<file path="config.mk">
export PLATFORM = sky130hd
export DESIGN_NAME = program_store
export DESIGN_NICKNAME = d
export VERILOG_FILES = /design/src/rtl/tinybf_pkg.sv /design/src/rtl/bf_boot_rom.sv /design/src/rtl/program_store.sv
export SDC_FILE = /design/constraint.sdc
export NUM_CORES = 1
export LEC_CHECK = 0
export CAP_MARGIN = 25
export CELL_PAD_IN_SITES_DETAIL_PLACEMENT = 0
export CELL_PAD_IN_SITES_GLOBAL_PLACEMENT = 2
export CORE_ASPECT_RATIO = 0.5
export CORE_MARGIN = 5
export CORE_UTILIZATION = 43
export CTS_CLUSTER_DIAMETER = 100
export DETAILED_ROUTE_END_ITERATION = 7
export MAX_ROUTING_LAYER = met4
export PLACE_DENSITY = 0.9
export SLEW_MARGIN = 20
export SYNTH_ARGS = -nofsm -noshare
export SYNTH_HDL_FRONTEND = slang
export SYNTH_SLANG_ARGS = --single-unit
</file>
<file path="constraint.sdc">
create_clock -name clk_i -period 3.12 [get_ports clk_i]
set_clock_uncertainty 0.15 [all_clocks]
set_input_delay 0.936 -clock clk_i [delete_from_list [all_inputs] [get_ports clk_i]]
set_output_delay 0.936 -clock clk_i [all_outputs]
set_load 0.02 [all_outputs]
</file>
<file path="src/rtl/tinybf_pkg.sv">
// Shared TinyBF definitions: opcode encodings, HALT word, boot image length
// and the program store sequencing states.
package tinybf_pkg;

  localparam logic [2:0] OP_RIGHT = 3'b000;
  localparam logic [2:0] OP_INC   = 3'b010;
  localparam logic [2:0] OP_OUT   = 3'b100;
  localparam logic [2:0] OP_IN    = 3'b101;
  localparam logic [2:0] OP_JNZ   = 3'b111;

  // HALT is the all-zero word at any instruction width.
  localparam int HALT     = 0;
  localparam int BOOT_LEN = 7;

  typedef enum logic [1:0] {
    ST_INIT,
    ST_IDLE,
    ST_LOAD,
    ST_FILL
  } state_t;

endpackage

</file>
<file path="src/rtl/bf_boot_rom.sv">
// Built-in TinyBF boot program as a combinational lookup by word address.
// Operands are two's complement in the low DATA_W-3 bits.
module bf_boot_rom
  import tinybf_pkg::*;
#(
  parameter int DATA_W = 8,
  parameter int AW     = 4
) (
  input  logic [AW-1:0]     addr_i,
  output logic [DATA_W-1:0] data_o
);

  localparam int OW = DATA_W - 3;

  always_comb begin
    data_o = DATA_W'(HALT);
    case (int'(addr_i))
      0: data_o = {OP_INC,   OW'(5)};
      1: data_o = {OP_OUT,   OW'(0)};
      2: data_o = {OP_RIGHT, OW'(1)};
      3: data_o = {OP_INC,   OW'(3)};
      4: data_o = {OP_OUT,   OW'(0)};
      5: data_o = {OP_JNZ,   OW'(-5)};
      6: data_o = {OP_IN,    OW'(0)};
      default: data_o = DATA_W'(HALT);
    endcase
  end

endmodule

</file>
<file path="src/rtl/program_store.sv">
// TinyBF instruction memory: boot-image self-init, streaming loader with
// HALT fill, program length and overflow reporting, one write-first read port.
//
// state | meaning
// INIT  | writing boot image, one word per cycle
// IDLE  | direct writes accepted, waiting for ld_start_i
// LOAD  | accepting loader words at the auto-increment pointer
// FILL  | writing HALT from end of program to last word
module program_store
  import tinybf_pkg::*;
#(
  parameter  int DATA_W = 8,
  parameter  int DEPTH  = 16,
  localparam int AW     = $clog2(DEPTH)
) (
  input  logic              clk_i,
  input  logic              rst_i,
  input  logic              wen_i,
  input  logic [AW-1:0]     waddr_i,
  input  logic [DATA_W-1:0] wdata_i,
  input  logic              ren_i,
  input  logic [AW-1:0]     raddr_i,
  output logic [DATA_W-1:0] rdata_o,
  input  logic              ld_start_i,
  input  logic              ld_valid_i,
  input  logic [DATA_W-1:0] ld_data_i,
  input  logic              ld_last_i,
  output logic              ld_ready_o,
  output logic              busy_o,
  output logic [AW:0]       prog_len_o,
  output logic              ld_ovf_o
);

  localparam logic [AW:0] DEPTH_P = (AW+1)'(DEPTH);
  localparam logic [AW:0] LAST_P  = (AW+1)'(DEPTH - 1);
  localparam logic [AW:0] BOOT_P  = (AW+1)'(BOOT_LEN);
  localparam logic [AW:0] ONE_P   = (AW+1)'(1);

  logic [DATA_W-1:0] mem [DEPTH];
  state_t            state;
  logic [AW:0]       ptr;
  logic [DATA_W-1:0] boot_word;
  logic              we;
  logic [AW-1:0]     wa;
  logic [DATA_W-1:0] wd;
  logic              accept;
  logic              room;
  logic [AW:0]       written;

  bf_boot_rom #(.DATA_W(DATA_W), .AW(AW)) u_boot_rom (
    .addr_i (ptr[AW-1:0]),
    .data_o (boot_word)
  );

  assign accept  = ld_valid_i & ld_ready_o;
  assign room    = ptr < DEPTH_P;
  // Words written so far including the one being accepted; saturates at DEPTH.
  assign written = room ? ptr + ONE_P : ptr;

  always_comb begin
    we = 1'b0;
    wa = ptr[AW-1:0];
    wd = ld_data_i;
    case (state)
      ST_INIT: begin
        we = 1'b1;
        wd = boot_word;
      end
      ST_IDLE: begin
        we = wen_i & ~ld_start_i;
        wa = waddr_i;
        wd = wdata_i;
      end
      ST_LOAD: we = accept & room;
      ST_FILL: begin
        we = 1'b1;
        wd = DATA_W'(HALT);
      end
      default: we = 1'b0;
    endcase
  end

  always_ff @(posedge clk_i) begin
    if (we) mem[wa] <= wd;
  end

  // Write-first: a same-cycle write to the read address bypasses the array.
  always_ff @(posedge clk_i or negedge rst_i) begin
    if (!rst_i)     rdata_o <= '0;
    else if (ren_i) rdata_o <= (we && wa == raddr_i) ? wd : mem[raddr_i];
  end

  always_ff @(posedge clk_i or negedge rst_i) begin
    if (!rst_i) begin
      state      <= ST_INIT;
      ptr        <= '0;
      busy_o     <= 1'b1;
      ld_ready_o <= 1'b0;
      prog_len_o <= '0;
      ld_ovf_o   <= 1'b0;
    end else begin
      case (state)
        ST_INIT: begin
          if (ptr == LAST_P) begin
            state      <= ST_IDLE;
            ptr        <= '0;
            busy_o     <= 1'b0;
            prog_len_o <= BOOT_P;
          end else begin
            ptr <= ptr + ONE_P;
          end
        end
        ST_IDLE: begin
          if (ld_start_i) begin
            state      <= ST_LOAD;
            ptr        <= '0;
            ld_ovf_o   <= 1'b0;
            ld_ready_o <= 1'b1;
            busy_o     <= 1'b1;
          end
        end
        ST_LOAD: begin
          if (accept) begin
            if (!room) ld_ovf_o <= 1'b1;
            ptr <= written;
            if (ld_last_i) begin
              prog_len_o <= written;
              ld_ready_o <= 1'b0;
              if (written < DEPTH_P) begin
                state <= ST_FILL;
              end else begin
                state  <= ST_IDLE;
                busy_o <= 1'b0;
              end
            end
          end
        end
        ST_FILL: begin
          if (ptr == LAST_P) begin
            state  <= ST_IDLE;
            busy_o <= 1'b0;
          end else begin
            ptr <= ptr + ONE_P;
          end
        end
        default: state <= ST_INIT;
      endcase
    end
  end

endmodule

</file>
### Yosys cells after proc, flatten, opt, wreduce, memory -nomap -nowiden

Memory sizes are Yosys's and may differ from the RTL's. A register that Yosys moved wholly into a read port is not among the register bits.
Cells that the tools add are included.
W data, S select, Z words.

* register bits after elaboration: 15
* bits in latches: 0
* memory bits (writable): 128
* ROM bits: 0
* output and inout port bits: 16
* logic and storage cells: 80
* memories: 1

* add/sub/neg operators: 1
* multipliers: 0
* div/mod/pow operators: 0
* $lt $le $gt $ge: 2
* eq/ne operators: 18
* shift operators: 0
* multiplexer cells: 35
* bitwise operators: 4
* reductions and logical operators: 13

Memory list
* mem: words 16, width 8, read ports 1, clocked after memory_dff 1, wr ports 1, RTL line program_store.sv:39 `logic [DATA_W-1:0] mem [DEPTH];`

Operators with widths (count)
* $pmux W8 S6: 1
* $mux W5: 8
* $pmux W8 S3: 1
* $pmux W5 S4: 1
* $reduce_and A4 Y1: 4
* $ne A2 B2 Y1 const B: 7
* $eq A4 B3 Y1 const B: 3
* $mux W1: 12
* $lt A5 B5 Y1 const B: 2
* $mux W2: 5
* $pmux W5 S2: 1
* $eq A4 B2 Y1 const B: 2
* $pmux W1 S3: 2
* $pmux W2 S3: 1
* $add A5 B1 Y5 const B: 1
* $eq A5 B4 Y1 const B: 1
* $reduce_and A5 Y1: 1
* $eq A2 B2 Y1 const B: 2
* $eq A4 B1 Y1 const B: 1
* $logic_not A4 Y1: 1
* $mux W4: 1
* $pmux W1 S2: 2
* $reduce_bool A2 Y1: 2
* $reduce_or A2 Y1: 2
* other kinds (7): 9

### Longest topological paths before layout

* word-level depth: 7
* mapped depth: 9
* mapped depth without buffers: 9

### Modules after synthesis

Synthesis repeated with hierarchy kept, for this count alone.

* cell total of the unflattened synthesis: 435
* area, all modules: 6770.2 µm²

By module, submodules not included
* program_store: instances 1, cells an instance 420, area each 6668.9 µm²
* bf_boot_rom: instances 1, cells an instance 15, area each 101.3 µm²

### Worst setup path before layout

OpenSTA, ideal clock, no wires.

* path kind: input-to-reg
* start: in ld_valid_i
* end: mem mem[13][0] (enable)
* arrival: 2.132 ns
* path slack: 0.468 ns
* cell stages on the path: 4
* buffers on the path: 0
* cells stage by stage: nand4b_1 a22oi_2 or3b_1 nor2_1

* longest elaborated chain between the ends: 5

RTL lines
* start, declared: RTL line program_store.sv:25 `input logic ld_valid_i,`
* $and A1 B1 Y1: RTL line program_store.sv:55 `assign accept = ld_valid_i & ld_ready_o;`
* $and A1 B1 Y1: RTL line program_store.sv:74 `ST_LOAD: we = accept & room;`
* $pmux W1 S3: RTL line program_store.sv:64 `case (state)`
* $mux W1: RTL line program_store.sv:84 `if (we) mem[wa] <= wd;`
* $mux W1 (not written as such): RTL line program_store.sv:84
* end, declared: RTL line program_store.sv:39

Every way passes these cells.

==> results.tsv <==
stage	metric	value	unit
worst_setup_path	reg2reg_depth	9	
worst_setup_path	worst_ep_arrival_time	2.84	ns
logic_synthesis	synth_warnings	0	
cts	cts_resized	0	
logic_synthesis	async_reset_ff_share	15.2	%
worst_setup_path	critPathKind	reg -> reg	
power	leakage	0.00293	uW
grt	grt_max_degree	24	
finish	n_fill_cell	1272	
placement	numPortBuffers	46	
floorplanning	fp.dieArea	0.0184	mm2
cts	clk_pin_slew_worst_paths	0.07	ns
logic_synthesis	postSynthAreaPerCell	15.9	um2
cts	cts_setup_buffers	0	
placement	dpl_cell_area	0.00764	mm2
routing	via_count	4074	
flow_run	drv_cap	0	
grt	antenna_found_initial	0	
cts	numCtsBuffers	17	
logic_synthesis	synthSimpleGateAreaFrac	7.32	%
outcome	outcome	finished clean	
floorplanning	die_y	98.5	um
logic_synthesis	synth-edff-count	128	
power	p_per_area	884	mW/mm2
logic_synthesis	yosysTopAreaCell	edfxtp_1	
placement	dp_cells	693	
routing	drcViolationCount	0	
finish	drive_gt1_share	21.3	%
logic_synthesis	synth.distinct_cells	49	
cts	tritoncts	done	
logic_synthesis	yosysSeqAreaShare	65.6	%
logic_synthesis	synth_xor_area_share	0.910	%
grt	grt_pass1_vias	4077	
sta	setup_violations	0	
sta	rsz0062_at_grt	no	
logic_synthesis	netlist_instances	424	
finish	antennaDiodeCount	0	
logic_synthesis	synth_top_family_by_area	multiplexers	
cts	cts_hold_buf	0	
worst_setup_path	reg2reg_slack	0.40	ns
sta	tns	0	ns
cts	h-tree-depth	4	
routing	wirelength	15700	um
cts	clock-sinks	151	
sta	hold_violations	0	
worst_hold_path	min_from	prog_len_o[4]$_DFFE_PN0P_	
floorplanning	rows	32	
logic_synthesis	synthAdderAreaFrac	2.23	%
finish	post-route-util	53.7	%
finish	design_area	0.00825	mm2
finish	register_area	0.00442	mm2
power	peakVddDrop	0.000400	V
sta	finalCriticalPeriod	2.72	ns
floorplanning	die_x	187	um
worst_setup_path	slowest_delay	0.45	ns
finish	final_nets	551	
worst_setup_path	endpoint	rdata_o[5]$_DFFE_PN0P_	
floorplanning	coreArea	0.0154	mm2
placement	dpl.hpwl	10900	um
worst_setup_path	worst_path_most_repeated_cell	buf_4	
routing	dr.pass1.iters	5	
logic_synthesis	yosys.area.top_type_share	57.1	%
floorplanning	io_pins	47	
routing	wl_per_cell	21.6	um
finish	areaGrowthSynthToFinish	22.6	%
placement	gp_congestion	0.850	
grt	grt_overflow_total	0	
sta	tightest_slew	0.690	ns
cts	root_buffer	clkbuf_16	
worst_setup_path	worstReg2RegStart	state[1]$_DFFE_PN0P_	
routing	drt-initial-drc-count	342	
logic_synthesis	synth_fp_nets	467	
finish	multiInputGateArea	0.00213	mm2
worst_setup_path	setup.worst_path.start	state[1]$_DFFE_PN0P_	
logic_synthesis	synthMuxAreaShare	13.1	%
routing	ant_nets	0	
logic_synthesis	synth_area_leaders	edfxtp_1 57%, dfrtp_1 8.2%, mux4_2 7.7%, mux4_1 3.5%, ha_1 2.2%	
sta	fmax	0.367	GHz
cts	clock_latency	0.42	ns
grt	grt_usage	18.1	%
sta	fin_crit_sh	87.3	%
worst_setup_path	cp_slowest_cell	ha_1	
power	finalPower	7300	uW
worst_setup_path	required	3.24	ns
grt	grt_pass1_wl	24100	um
logic_synthesis	synth_seq_cells	151	
routing	vias_per_cell	5.62	
logic_synthesis	netlist_area	0.00674	mm2
worst_hold_path	hold_path.class	reg -> reg	
logic_synthesis	synth_ff_type	edfxtp_1	
logic_synthesis	synth-compound-area-share	8.04	%
worst_setup_path	r2r_end	rdata_o[5]$_DFFE_PN0P_	
sta	slew_violations	0	
worst_setup_path	path_cells	inv_1 > ha_1 > buf_4 > mux2i_1 > xor2_1 > nand3_1 > o21ai_0 > buf_4 > a31oi_1	
worst_setup_path	start_kind	register	
sta	max_slew_margin	53.9	%
worst_setup_path	crit_path_max_fanout	14	
finish	fin_cells	725	
floorplanning	start_util	43.8	%
worst_setup_path	end_kind	register	
cts	clockBufferDepth	2	
[report_power, final]
group | switching (uW) | internal [uW]
combinational | 1350 | 829
clock | 893 | 1220
sequential | 161 | 2840
[cell families (layout without fill, tap and decap cells)]
family / count (synthesis) / count (layout)
flip-flops: 151 / 151
AND/OR/NAND/NOR: 104 / 104
buffers and inverters: 32 / 129
adder cells (fa/ha/maj): 12 / 12
XOR/XNOR: 7 / 7
AO/OA/AOI/OAI: 76 / 76
multiplexers: 42 / 42
[synth_stat cells (all sizes together), types with 3 or more instances]
cell / number
and3: 3
clkbuf: 7
nand3b: 4
edfxtp: 128
mux2i: 6
ha: 12
nor2: 35
nand3: 13
a21oi: 11
mux2: 4
a22oi: 21
xor2: 5
nand2: 27
nor2b: 9
o21ai: 16
mux4: 32
dfrtp: 22
buf: 18
a32o: 3
a31oi: 13
inv: 7
[worst min path at each step]
stage | to | depth (start not counted)
after floorplan | state[1]$_DFFE_PN0P_ | 2
after detailed placement | prog_len_o[4]$_DFFE_PN0P_ | 1
after CTS | prog_len_o[4]$_DFFE_PN0P_ | 1
after global placement | prog_len_o[4]$_DFFE_PN0P_ | 1
after global routing | rdata_o[7]$_DFFE_PN0P_ | 2
final | prog_len_o[4]$_DFFE_PN0P_ | 1
[flip-flops by register name (all words and copies together) (netlist names)]
signal and cells:
prog_len_o 5, ld_ready_o 1, state 2, mem 128
ptr 5, ld_ovf_o 1, rdata_o 8, busy_o 1
[cells in the final DEF (no fill, tap or decap), types with 2 or more instances in the layout]
cell type,n
inv_6,4
buf_4,42
o31a_1,2
mux2i_1,4
nand3b_1,4
and2_1,2
clkinv_4,2
nor2_1,35
ha_1,12
dfrtp_1,22
mux4_1,9
o21ai_0,16
mux4_2,23
nand2_1,27
inv_8,4
a31oi_1,13
nor2b_1,9
a221o_1,2
edfxtp_1,128
nand4b_1,2
mux2i_4,2
or2_2,2
clkdlybuf4s50_1,45
nor3_1,2
a22oi_1,19
a32o_1,3
inv_1,7
and3_1,3
buf_12,2
nand2b_1,2
nand3_1,13
xnor2_1,2
clkbuf_16,17
xor2_1,5
bufinv_16,2
a21oi_1,11
mux2_2,3
a22oi_2,2
[final cells by class]
cell class,instances,share of cell area [%]
clock inverters,14,2.20
flip-flops and latches,151,53.6
clock buffers,18,5.20
inverters,7,0.318
multi-input cells,241,25.8
repair buffers,90,9.82
well taps,204,3.09
[through the flow]
| stage | hold WS [ns] | setup slack, ns |
|---|---|---|
| 2_1_floorplan | 0.397 | 0.468 |
| 6_report | 0.383 | 0.397 |
| 4_1_cts | 0.390 | 0.415 |
| 3_3_place_gp | 0.348 | 0.0673 |
| 3_5_place_dp | 0.371 | 0.0266 |
| 5_1_grt | 0.415 | 0.155 |
[critical path: cells and delay by family, from the launching register on]
family | cells | cell delay (ns)
flip-flops | 1 | 0.41
XOR/XNOR | 1 | 0.19
buffers and inverters | 3 | 0.54
AO/OA/AOI/OAI | 2 | 0.33
multiplexers | 1 | 0.25
AND/OR/NAND/NOR | 1 | 0.24
adder cells (fa/ha/maj) | 1 | 0.45
[per-layer routing]
metal | share of wire [%] | GRT usage (%) | vias to the layer above
met4 | 1.3 | 5.79 | 0
met5 | 0 | - | -
met1 | 43 | 23.4 | 2044
li1 | - | - | 1847
met3 | 8.0 | 5.34 | 15
met2 | 48 | 27.9 | 168
No activity file was read; power rests on OpenSTA's default activity.
